### config.mk
export PLATFORM = sky130hd
export DESIGN_NAME = l1i_fetch_arbiter
export DESIGN_NICKNAME = d
export VERILOG_FILES = /design/src/rtl/op_pkg.sv /design/src/rtl/l1i_nlp_gen.sv /design/src/rtl/l1i_fetch_arbiter.sv
export SDC_FILE = /design/constraint.sdc
export NUM_CORES = 1
export LEC_CHECK = 0
export ABC_AREA = 1
export CAP_MARGIN = 0
export CORE_AREA = 2 2 485 487
export CTS_BUF_LIST = sky130_fd_sc_hd__clkbuf_16
export DETAILED_ROUTE_END_ITERATION = 6
export DIE_AREA = 0 0 487 489
export GPL_TIMING_DRIVEN = 0
export PLACE_DENSITY = 0.33
export SLEW_MARGIN = 40
export SYNTH_ARGS = -nofsm -noshare
export SYNTH_HDL_FRONTEND = slang
export SYNTH_HIERARCHICAL = 1
export SYNTH_SLANG_ARGS = --single-unit
### constraint.sdc
create_clock -name clk_in -period 2.7 [get_ports clk_in]
set_clock_uncertainty 0.15 [all_clocks]
set_input_delay 0.54 -clock clk_in [delete_from_list [all_inputs] [get_ports clk_in]]
set_output_delay 0.54 -clock clk_in [all_outputs]
set_load 0.03 [all_outputs]
### src/rtl/op_pkg.sv
// rtl/op_pkg.sv - shared types and line-geometry helpers for the L1I fetch arbiter
package op_pkg;

  typedef enum logic [1:0] {
    IDLE = 2'd0,
    REQ  = 2'd1,
    WAIT = 2'd2,
    DROP = 2'd3
  } fetch_arb_state_e;

  localparam int unsigned DEF_CACHE_LINE_WIDTH = 64;
  localparam int unsigned DEF_LINE_OFF         = $clog2(DEF_CACHE_LINE_WIDTH);

  // Number of byte-offset bits inside a cache line of the given size.
  function automatic int unsigned line_off_bits(input int unsigned line_bytes);
    return $clog2(line_bytes);
  endfunction

endpackage

### src/rtl/l1i_nlp_gen.sv
// rtl/l1i_nlp_gen.sv - next-line prefetch candidate register with demand dedupe
module l1i_nlp_gen #(
  parameter int unsigned PC_WIDTH         = 64,
  parameter int unsigned CACHE_LINE_WIDTH = 64
) (
  input  logic                clk_i,
  input  logic                rst_ni,
  input  logic                flush_i,
  input  logic                set_i,
  input  logic [PC_WIDTH-1:0] set_line_i,
  input  logic                issue_i,
  input  logic                accept_i,
  input  logic [PC_WIDTH-1:0] accept_line_i,
  output logic                pf_pending_o,
  output logic [PC_WIDTH-1:0] pf_addr_o
);
  import op_pkg::*;

  logic                pf_pending_q, pf_pending_d;
  logic [PC_WIDTH-1:0] pf_addr_q, pf_addr_d;

  // Flush wins; a new demand delivery replaces any older candidate; issue or a
  // matching demand consumes it. Set and accept never coincide (WAIT vs IDLE).
  always_comb begin
    pf_pending_d = pf_pending_q;
    pf_addr_d    = pf_addr_q;
    if (flush_i) begin
      pf_pending_d = 1'b0;
    end else if (set_i) begin
      pf_pending_d = 1'b1;
      pf_addr_d    = set_line_i + PC_WIDTH'(CACHE_LINE_WIDTH);
    end else if (issue_i || (accept_i && (accept_line_i == pf_addr_q))) begin
      pf_pending_d = 1'b0;
    end
  end

  // Candidate registers.
  always_ff @(posedge clk_i or negedge rst_ni) begin
    if (!rst_ni) begin
      pf_pending_q <= 1'b0;
      pf_addr_q    <= '0;
    end else begin
      pf_pending_q <= pf_pending_d;
      pf_addr_q    <= pf_addr_d;
    end
  end

  assign pf_pending_o = pf_pending_q;
  assign pf_addr_o    = pf_addr_q;

endmodule

### src/rtl/l1i_fetch_arbiter.sv
// rtl/l1i_fetch_arbiter.sv - single-outstanding L1I request sequencer; L1I_NLP_EN adds next-line prefetch
module l1i_fetch_arbiter #(
  parameter int unsigned CACHE_LINE_WIDTH = 64,
  parameter int unsigned PC_WIDTH         = 64,
  parameter int unsigned DROP_CNT_WIDTH   = 16
) (
  input  logic                          clk_in,
  input  logic                          rst_N_in,
  input  logic                          bp_req_valid,
  input  logic [PC_WIDTH-1:0]           bp_req_addr,
  output logic                          bp_req_ready,
  input  logic                          flush_in,
  output logic                          l1i_req_valid,
  output logic [PC_WIDTH-1:0]           l1i_req_addr,
  input  logic                          l1i_ready,
  input  logic                          l1i_valid,
  input  logic [CACHE_LINE_WIDTH*8-1:0] l1i_cacheline,
  output logic                          resp_valid,
  output logic                          resp_demand,
  output logic [PC_WIDTH-1:0]           resp_addr,
  output logic [CACHE_LINE_WIDTH*8-1:0] resp_cacheline,
  output logic [DROP_CNT_WIDTH-1:0]     drop_count
);
  import op_pkg::*;

  localparam int unsigned LINE_OFF = line_off_bits(CACHE_LINE_WIDTH);
  localparam int unsigned LINE_W   = CACHE_LINE_WIDTH * 8;
  localparam logic [PC_WIDTH-1:0] LINE_MASK = {{(PC_WIDTH-LINE_OFF){1'b1}}, {LINE_OFF{1'b0}}};

  fetch_arb_state_e          state_q, state_d;
  logic [PC_WIDTH-1:0]       req_addr_q, req_addr_d;
  logic                      req_demand_q, req_demand_d;
  logic [DROP_CNT_WIDTH-1:0] drop_count_q, drop_count_d;
  logic                      resp_valid_q, resp_valid_d;
  logic                      resp_demand_q, resp_demand_d;
  logic [PC_WIDTH-1:0]       resp_addr_q, resp_addr_d;
  logic [LINE_W-1:0]         resp_cacheline_q, resp_cacheline_d;

  logic                resp_load;
  logic                drop_hit;
  logic                pf_pending;
  logic [PC_WIDTH-1:0] pf_addr;
  logic [PC_WIDTH-1:0] bp_line;

  assign bp_line = bp_req_addr & LINE_MASK;

  // Gated by reset so every output reads 0 while reset is held.
  assign bp_req_ready = rst_N_in & (state_q == IDLE) & ~flush_in;

  // Next-state logic: demand beats prefetch in IDLE; a flush after the request
  // handshake must still swallow the matching response, hence DROP.
  always_comb begin
    state_d      = state_q;
    req_addr_d   = req_addr_q;
    req_demand_d = req_demand_q;
    resp_load    = 1'b0;
    drop_hit     = 1'b0;
    case (state_q)
      IDLE: begin
        if (!flush_in) begin
          if (bp_req_valid) begin
            req_addr_d   = bp_line;
            req_demand_d = 1'b1;
            state_d      = REQ;
          end else if (pf_pending) begin
            req_addr_d   = pf_addr;
            req_demand_d = 1'b0;
            state_d      = REQ;
          end
        end
      end
      REQ: begin
        if (l1i_ready) begin
          state_d = flush_in ? DROP : WAIT;
        end else if (flush_in) begin
          state_d = IDLE;
        end
      end
      WAIT: begin
        if (l1i_valid) begin
          state_d = IDLE;
          if (flush_in) begin
            drop_hit = 1'b1;
          end else begin
            resp_load = 1'b1;
          end
        end else if (flush_in) begin
          state_d = DROP;
        end
      end
      DROP: begin
        if (l1i_valid) begin
          state_d  = IDLE;
          drop_hit = 1'b1;
        end
      end
      default: state_d = IDLE;
    endcase
  end

  // Response capture and saturating stale-drop counter.
  always_comb begin
    resp_valid_d     = resp_load;
    resp_demand_d    = resp_load ? req_demand_q : resp_demand_q;
    resp_addr_d      = resp_load ? req_addr_q : resp_addr_q;
    resp_cacheline_d = resp_load ? l1i_cacheline : resp_cacheline_q;
    drop_count_d     = drop_count_q;
    if (drop_hit && (drop_count_q != {DROP_CNT_WIDTH{1'b1}})) begin
      drop_count_d = drop_count_q + DROP_CNT_WIDTH'(1);
    end
  end

  // State and datapath registers.
  always_ff @(posedge clk_in or negedge rst_N_in) begin
    if (!rst_N_in) begin
      state_q          <= IDLE;
      req_addr_q       <= '0;
      req_demand_q     <= 1'b0;
      drop_count_q     <= '0;
      resp_valid_q     <= 1'b0;
      resp_demand_q    <= 1'b0;
      resp_addr_q      <= '0;
      resp_cacheline_q <= '0;
    end else begin
      state_q          <= state_d;
      req_addr_q       <= req_addr_d;
      req_demand_q     <= req_demand_d;
      drop_count_q     <= drop_count_d;
      resp_valid_q     <= resp_valid_d;
      resp_demand_q    <= resp_demand_d;
      resp_addr_q      <= resp_addr_d;
      resp_cacheline_q <= resp_cacheline_d;
    end
  end

`ifdef L1I_NLP_EN
  logic pf_set;
  logic pf_issue;
  logic pf_accept;

  assign pf_set    = resp_load & req_demand_q;
  assign pf_issue  = (state_q == IDLE) & ~flush_in & ~bp_req_valid;
  assign pf_accept = bp_req_valid & bp_req_ready;

  l1i_nlp_gen #(
    .PC_WIDTH         (PC_WIDTH),
    .CACHE_LINE_WIDTH (CACHE_LINE_WIDTH)
  ) u_nlp (
    .clk_i         (clk_in),
    .rst_ni        (rst_N_in),
    .flush_i       (flush_in),
    .set_i         (pf_set),
    .set_line_i    (req_addr_q),
    .issue_i       (pf_issue),
    .accept_i      (pf_accept),
    .accept_line_i (bp_line),
    .pf_pending_o  (pf_pending),
    .pf_addr_o     (pf_addr)
  );
`else
  assign pf_pending = 1'b0;
  assign pf_addr    = '0;
`endif

  assign l1i_req_valid  = (state_q == REQ);
  assign l1i_req_addr   = req_addr_q;
  assign resp_valid     = resp_valid_q;
  assign resp_demand    = resp_demand_q;
  assign resp_addr      = resp_addr_q;
  assign resp_cacheline = resp_cacheline_q;
  assign drop_count     = drop_count_q;

endmodule

**Yosys cells after proc, flatten, opt, wreduce, memory -nomap -nowiden**

Cells that the tools add are included.

- Flip-flop bits (word level): 649
- Input bits: 582
- Output and inout port bits: 660
- Word-level logic and storage cells: 41

- Add/sub/neg operators: 1
- Equal/unequal tests: 9
- Mux-type cells: 16
- Bitwise gates (word level): 3
- Reductions and logical operators: 4

Operators by type and width:

| cell | count |
|---|---|
| $add 16x1->16 const B | 1 |
| $ne 16x16->1 const B | 1 |
| $mux 2 | 7 |
| $pmux 2 s4 | 1 |
| $mux 1 | 7 |
| $ne 2x2->1 const B | 3 |
| $reduce_and 5->1 | 1 |
| $eq 2x2->1 const B | 2 |
| $ne 3x2->1 const B | 1 |
| $ne 3x3->1 const B | 1 |
| $reduce_and 3->1 | 1 |
| $and 1x1->1 | 2 |
| $eq 2x1->1 const B | 1 |
| $logic_not 2->1 | 1 |
| $pmux 1 s2 | 1 |
| $logic_and 1x1->1 | 1 |
| $not 1->1 | 1 |

**Logic depth before layout (Yosys ltp)**

Gate-level depths: netlist of run 1.

- Word-level depth: 4
- Gate-level depth with buffers: 10
- Mapped depth without buffers: 9

**Worst setup path before layout of run 1**

No wires, ideal clock.

- Kind: input to output
- Start: input flush_in
- End: output bp_req_ready
- Arrival time: 1146 ps
- Data required time: 2010 ps
- Path slack: 864 ps
- Stages: 3
- Buffers on the path: 0
- Cell sequence: nor2_2 > inv_2 > nor2_1

- Longest elaborated chain between the ends: 2

Ends and longest elaborated chain:

| what | RTL line | source |
|---|---|---|
| from (decl) | l1i_fetch_arbiter.sv:12 | `input logic flush_in,` |
| $not 1->1 (no source line) | n/a |  |
| $and 1x1->1 | l1i_fetch_arbiter.sv:48 | `assign bp_req_ready = rst_N_in & (state_q == IDLE) & ~flush_in;` |
| to (decl) | l1i_fetch_arbiter.sv:11 | `output logic bp_req_ready,` |

No other way between the ends.

**Worst setup path after layout of run 1**

- Start: register resp_cacheline_q[369] (netlist: resp_cacheline[369])
- End: output resp_cacheline[369]

RTL lines:

| what | RTL line | source |
|---|---|---|
| from (decl) | l1i_fetch_arbiter.sv:37 | `logic [LINE_W-1:0] resp_cacheline_q, resp_cacheline_d;` |
| from (signal assigned) | l1i_fetch_arbiter.sv:132 | `resp_cacheline_q <= resp_cacheline_d;` |
| to (decl) | l1i_fetch_arbiter.sv:21 | `output logic [CACHE_LINE_WIDTH*8-1:0] resp_cacheline,` |

No word-level cell between the ends.

==> summary.txt, run 1 <==
Floorplanning
  • Die W: around 490 um
  • Cell Rows: ~180
  • Die Y: approximately 500 um
  • Full die area: roughly 0.24 mm2
  • Io pins: ~1200
  • Core area: around 0.23 mm2
  • Initial Util: between 10% and 20%

Routing
  • ANT nets after route: 0
  • DR vias: 23984
  • DRT iter0 DRCs: around 1100
  • First-pass DRT Iterations: 5
  • DR WL/cell: roughly 24 um
  • Avg Vias per Cell: ~3.3
  • Final WL: 173000 um
  • DRC: 0

Worst setup path
  • Worst Path Required: between 2 and 2.5 ns
  • Worst path arrival time: 1.92 ns
  • Start of the worst register-to-register path: state_q[0]$_DFFE_PN0P_
  • Cell family with most CP delay: buffers and inverters
  • Slowest CP cell: clkdlybuf4s50_1
  • CP endpoint kind: output port
  • Cells along the critical path: clkdlybuf4s50_1
  • CP Launch Point: resp_cacheline[369]$_DFFE_PN0P_
  • Worst Path Max Fanout: 2
  • Slowest stage delay, CP: between 0.7 and 0.8 ns
  • Critical path class: reg2out
  • Startpoint Class: flop
  • CP bufs+invs: 1

Yosys
  • Ranking of synthesized cells by area: dfrtp_1 (66%), nand2_1 (25%), buf_2 (2.6%)
  • Synth Instances: around 2800
  • Post-Syn Area: 0.0247 mm2
  • Seq/Total Area, Yosys: about two thirds
  • Leading area contributor after synthesis: dfrtp_1
  • Mean post-synth cell area: about 9 um2
  • Synth warn: 6
  • Yosys reg bits: between 600 and 700
  • Area share of the largest cell type after synthesis: 65.7%
  • Cell variety after synth: 25

Global route
  • Largest net degree at the start of global routing: 95
  • GRT Residual Overflow: 0
  • Number of global-route vias before repair: approximately 25000
  • GR Util met1: between 10% and 20%
  • Met2 usage: a little under a quarter
  • Total Routing Usage GR: around 14%
  • Met3 usage: roughly 7.1%
  • Initial antenna violation count: 47
  • First-pass GRT wire length: between 200000 and 250000 um
  • Busiest layer in global routing: met2

STA
  • Post-route worst setup slack: between 0.08 and 0.09 ns
  • Fin crit period: 2.61 ns
  • FMAX: around 380 MHz
  • Worst-Margin Slew: 0.767 ns
  • Slew margin rel.: roughly 49%
  • Setup violations, final: 0
  • Fin. max-slew vios: 0
  • RSZ-0062 raised after global routing: no
  • Setup TNS: 0 ns
  • WHS: between 0.15 and 0.2 ns
  • Fin crit share: a little over nine tenths
  • Final hold viol count: 0

Pwr
  • Power density cells: 1310 mW/mm2
  • Final Total Pwr: 57.8 mW
  • Maximum VDD drop: roughly 0.53 mV
  • Leakage power total: approximately 21 nW

Place
  • Gpl congestion: roughly 0.84
  • Cells after DPL: between 7000 and 8000
  • Dpl ws: -0.985 ns
  • Buffers on Ports: 1223
  • DPL Wire Length: roughly 140000 um
  • Cell Area, Placed: slightly above 0.04 mm2

Final layout
  • # fillers: approximately 26000
  • Final Non-Filler Cells: 7277
  • Layout cells sized above 1: 7.15%
  • Final Util: around a fifth
  • Nets: ~4700
  • Fin area: 0.0440 mm2
  • Area grow syn2layout: 78.1%

Clocking
  • H-tree depth: 3
  • CTS Buf Count: ~90
  • CTS tree: built
  • Clk slew on worst S/H paths: around 0.06 ns
  • Clock Latency Late Sink: around 0.75 ns
  • Max clock buf depth: 3
  • Clk Tree Root Cell: clkbuf_16
  • CTS sink cnt: approximately 650

Min path
  • Min-Delay Path Class: in2reg
  • Critical hold path startpoint: l1i_cacheline[479]

Job
  • Max-capacitance violation count: 0

Run status
  • Status: finished clean
## timing repair
item,4_1_cts,5_1_grt
setup buffers,4,0
pin swaps,1,0
hold buffers,2,0
endpoints found under the setup margin,693,108
hold endpoints to repair,185,0
gates cloned,0,2
resized for setup,129,23
## routing by layer
metal,part of all wire (%),routed length (um)
met1,38,66100
met2,48,83400
met5,0.089,154
met3,12,19900
met4,1.9,3240
## final timing paths
| check | to | slack, ns | cells after the start |
|---|---|---|---|
| max | resp_cacheline[369] | 0.09 | 1 |
| min | resp_cacheline[479]$_DFFE_PN0P_ | 0.17 | 3 |
| max reg2reg | l1i_req_addr[60]$_DFFE_PN0P_ | 0.28 | 5 |
| min reg2reg | req_demand_q$_DFFE_PN0P_ | 0.31 | 2 |
| max in group asynchronous | resp_cacheline[224]$_DFFE_PN0P_ | 0.39 | 7 |
| min in group asynchronous | drop_count[13]$_DFFE_PN0P_ | 0.27 | 3 |
## sequential cells by signal, indices dropped and copies added (netlist names)
name / count
resp_demand: 1
drop_count: 16
resp_cacheline: 512
l1i_req_addr: 58
resp_valid: 1
state_q: 2
resp_addr: 58
req_demand_q: 1
## cell families (layout without fill, tap and decap cells)
logic type | count (synthesis) | after routing | share of synthesized area, %
simple gates | 1769 | 1769 | 27.1
flops | 649 | 649 | 65.7
buf+inv | 237 | 1647 | 4.43
compound gates | 128 | 128 | 2.60
xor+xnor | 2 | 2 | 0.0709
fa+ha+maj | 1 | 1 | 0.0506
other cells | 1 | 21 | 0.0152
## tightest hold or removal path, stage by stage
cell,delay [ns]
clkdlybuf4s50_1,0.39
nand2_1,0.06
nand2_1,0.05
## where the power goes
group / total, mW / internal [mW] / switching [mW] / leakage, nW
Clock: 11.9 / 6.64 / 5.29 / 1.50
Combinational: 28.3 / 9.82 / 18.5 / 11.5
Sequential: 17.5 / 14.4 / 3.13 / 8.06
## synthesized netlist by cell type
cell type / number
nand2_2: 1
clkbuf_1: 8
inv_2: 3
nand3_1: 7
nor2_2: 2
conb_1: 1
nor3_1: 1
xor2_1: 1
o21ai_1: 60
xnor2_1: 1
o21ai_0: 8
o22ai_1: 1
dfrtp_1: 649
nor2_4: 1
inv_1: 84
nand4_1: 6
nand2_1: 1667
nand3b_1: 2
nor2_1: 81
nor2_8: 1
buf_4: 13
buf_2: 126
ha_1: 1
a21oi_1: 59
buf_1: 3
## cell type report
class | count | area [um2] | area share (%)
Inverter | 87 | 329 | 0.748
Tap cell | 3060 | 3830 | 8.70
Timing Repair Buffer | 1240 | 12500 | 28.3
Clock buffer | 92 | 2300 | 5.23
Antenna cell | 9 | 22.5 | 0.0512
Clock inverter | 78 | 617 | 1.40
Sequential cell | 649 | 16200 | 36.9
Multi-Input combinational cell | 1912 | 7420 | 16.9
Buffer | 150 | 777 | 1.77
## placed cells by master, fill, tap and decap left out, drive strengths merged
cell type	instances
nand2	1668
clkdlybuf4s50	1068
dfrtp	649
buf	170
dlygate4sd2	121
inv	116
clkbuf	103
nor2	85
o21ai	68
a21oi	59
clkinv	42
dlymetal6s2s	19
conb	12
diode	9
nand3	7
nand4	6
bufinv	4
clkinvlp	3
nand3b	2
nor3	1
o22ai	1
xnor2	1
xor2	1
ha	1
dlygate4sd3	1
(Power assumes the default switching activity.)
==> run 2, diff against run 1 <==
--- a/config.mk
+++ b/config.mk
@@ -7,12 +7,14 @@
 export LEC_CHECK = 0
 export ABC_AREA = 1
 export CAP_MARGIN = 0
-export CORE_AREA = 2 2 485 487
+export CELL_PAD_IN_SITES_DETAIL_PLACEMENT = 1
+export CELL_PAD_IN_SITES_GLOBAL_PLACEMENT = 2
+export CORE_AREA = 2 2 490 492
 export CTS_BUF_LIST = sky130_fd_sc_hd__clkbuf_16
 export DETAILED_ROUTE_END_ITERATION = 6
-export DIE_AREA = 0 0 487 489
+export DIE_AREA = 0 0 492 494
 export GPL_TIMING_DRIVEN = 0
-export PLACE_DENSITY = 0.33
+export PLACE_DENSITY = 0.48
 export SLEW_MARGIN = 40
 export SYNTH_ARGS = -nofsm -noshare
 export SYNTH_HDL_FRONTEND = slang
==> constraint.sdc (replaced) <==
create_clock -name clk_in -period 2.3 [get_ports clk_in]
set_clock_uncertainty 0.15 [all_clocks]
set_input_delay 0.46 -clock clk_in [delete_from_list [all_inputs] [get_ports clk_in]]
set_output_delay 0.46 -clock clk_in [all_outputs]
set_load 0.03 [all_outputs]
==> run 2 against run 1 <==
Against the previous run: the run now ends with negative hold slack left; worst hold slack lost 0.34 ns; critical path depth grew 3; sequential share of layout area grew 0.088 points; global-route usage grew 0.15 points; die area grew 2.1%; first-iteration DRC count shrank 4.5%; sequential power grew 15%; core utilization shrank 0.34 points; count of clock-buffer cells in the layout grew 2; worst setup slack lost 0.059 ns; flip-flop and latch count is the same; critical endpoint is now bp_req_ready; highest routed layer unchanged.
==> summary.txt, run 2 (same netlist as run 1, synthesis figures left out) <==
Worst setup path
  • Worst Path Max Fanout: 3
  • Worst path arrival time: between 1.5 and 2 ns
  • Crit. path cell count: 4
  • CP endpoint kind: output port
  • Reg2Reg Setup Slack: around 0.12 ns
  • Cell family with most CP delay: flip-flops
  • CP bufs+invs: 2
  • Cells along the critical path: nor2_2 -> inv_2 -> nor2_4 -> buf_6
  • Worst Path Required: about 1.7 ns
  • Slowest stage delay, CP: ~0.40 ns
  • Slowest CP cell: dfrtp_1
  • Reg2Reg Depth: 9
  • Startpoint Class: flop
  • Critical path class: reg2out

Final layout
  • Final Util: between 10% and 20%
  • Fin area: approximately 0.044 mm2
  • Largest register FFs: 512
  • Most frequent cells in the layout: nand2_1 (1663), dfrtp_1 (646), clkdlybuf4s50_1 (574)
  • Commonest non-fill, non-tap cell in the layout: nand2_1
  • Nets: roughly 4700
  • Area grow syn2layout: 77.7%
  • Layout cells sized above 1: between 10 and 15%
  • Final Non-Filler Cells: ~7400

Routing
  • DR vias: about 24000
  • DRT iter0 DRCs: 1097
  • ANT nets after route: 0
  • Avg Vias per Cell: between 3 and 4
  • DRC: 0
  • First-pass DRT Iterations: 5
  • Final WL: around 180000 um
  • DR WL/cell: 23.9 um

Clocking
  • Clk Tree Root Cell: clkbuf_16
  • CTS Buf Count: 93
  • H-tree depth: 3
  • Max clock buf depth: 3
  • Clock Latency Late Sink: roughly 0.72 ns
  • CTS tree: built
  • CTS sink cnt: 649
  • Hold-fix buffers at CTS: 5
  • Clk slew on worst S/H paths: 0.06 ns

Floorplanning
  • Initial Util: about a tenth
  • Die Y: a little under 500 um
  • Cell Rows: about 180
  • Io pins: ~1200
  • Die W: just under 500 um
  • Core area: 0.237 mm2
  • Full die area: between 0.2 and 0.25 mm2

STA
  • Slew margin rel.: a little under three fifths
  • Worst-Margin Slew: ~0.65 ns
  • Fin crit period: 2.27 ns
  • RSZ-0062 raised after global routing: yes
  • Post-route worst setup slack: between 0.02 and 0.03 ns
  • Final hold viol count: around 170
  • WHS: -0.174 ns
  • Setup violations, final: 0
  • Fin. max-slew vios: 0
  • Fin crit share: 98.8%
  • Setup TNS: 0 ns
  • FMAX: ~440 MHz

Place
  • Cell Area, Placed: roughly 0.04 mm2
  • Cells after DPL: 7196
  • DPL Wire Length: roughly 140000 um
  • Buffers on Ports: between 1000 and 1500
  • Dpl ws: -1.45 ns
  • Gpl congestion: about 0.85

Global route
  • Busiest layer in global routing: met2
  • GRT Residual Overflow: 0
  • Total Routing Usage GR: approximately 14%
  • Number of global-route vias before repair: between 20000 and 30000
  • Met2 usage: between 20% and 30%
  • First-pass GRT wire length: ~240000 um
  • Initial antenna violation count: 71
  • Largest net degree at the start of global routing: 92
  • GR Util met1: 15.8%
  • Met3 usage: 6.98%

Pwr
  • Sequential cell fraction of total power: about 31%
  • Switching Fraction: between 40% and 50%
  • Leakage power total: around 22 nW
  • Clock power frac: ~22%
  • Maximum VDD drop: around 0.64 mV
  • Power density cells: 1490 mW/mm2
  • Comb pwr share: around 47%
  • P_sw: around 31 mW
  • Cell Int Power: ~34 mW

Run status
  • Status: finished, violations left
  • Failing checks: negative hold slack

Job
  • Max-capacitance violation count: 0

Min path
  • Min-Delay Path Class: in2async
-- run 2: path summary, 6_finish.rpt --
| path | from | end |
|---|---|---|
| hold / removal | rst_N_in | resp_cacheline[87]$_DFFE_PN0P_ |
| min in group clk_in | l1i_cacheline[342] | resp_cacheline[342]$_DFFE_PN0P_ |
| setup reg to reg | state_q[0]$_DFFE_PN0P_ | resp_cacheline[496]$_DFFE_PN0P_ |
| hold reg to reg | req_demand_q$_DFFE_PN0P_ | req_demand_q$_DFFE_PN0P_ |
| max in group asynchronous | rst_N_in | resp_cacheline[235]$_DFFE_PN0P_ |
| setup / recovery | state_q[0]$_DFFE_PN0P_ | bp_req_ready |
-- run 2: tightest hold or removal path, stage by stage --
cell and delay (ns):
buf_16 0.09, buf_16 0.10, buf_16 0.13, buf_16 0.33
-- run 2: power by group through the flow --
stage | Combinational (mW) | Sequential [mW] | Clock [mW]
global placement | 34.8 | 20.5 | 0
detailed placement | 34.9 | 20.4 | 0
CTS | 31.7 | 20.2 | 15.3
global route | 33.2 | 20.9 | 15.6
finish | 30.8 | 20.1 | 14.5
floorplan | 5.29 | 30.7 | 0
-- run 2: cell type report --
class	instances	area, um2
fill	27929	193000
sequential	649	16200
multi-input combinational	1912	7450
antenna	15	37.5
buffer	150	816
tap	3167	3960
inverter	87	332
clock buffer	94	2350
timing repair buffer	1242	12100
clock inverter	74	596
-- run 2: per-layer routing --
metal	wire length, um	vias to the layer above
met5	355	-
met4	3450	56
met3	19600	235
met2	84900	1009
met1	68500	11804
li1	-	11174
-- run 2: timing repair --
item                                   in CTS  in global routing
buffers inserted                            4                  1
gates resized for setup                   964                 13
pin swaps                                   1                  2
setup endpoints to repair                1213                197
gates cloned                                0                  1
endpoints found under the hold margin     225                166
-- run 2: stage by stage --
stage / hold WS [ns] / power, mW
3_5_place_dp: 0.232 / 55.3
5_1_grt: -0.175 / 69.7
6_report: -0.174 / 65.4
3_3_place_gp: 0.294 / 55.3
2_1_floorplan: 0.0144 / 36.0
4_1_cts: -0.209 / 67.2
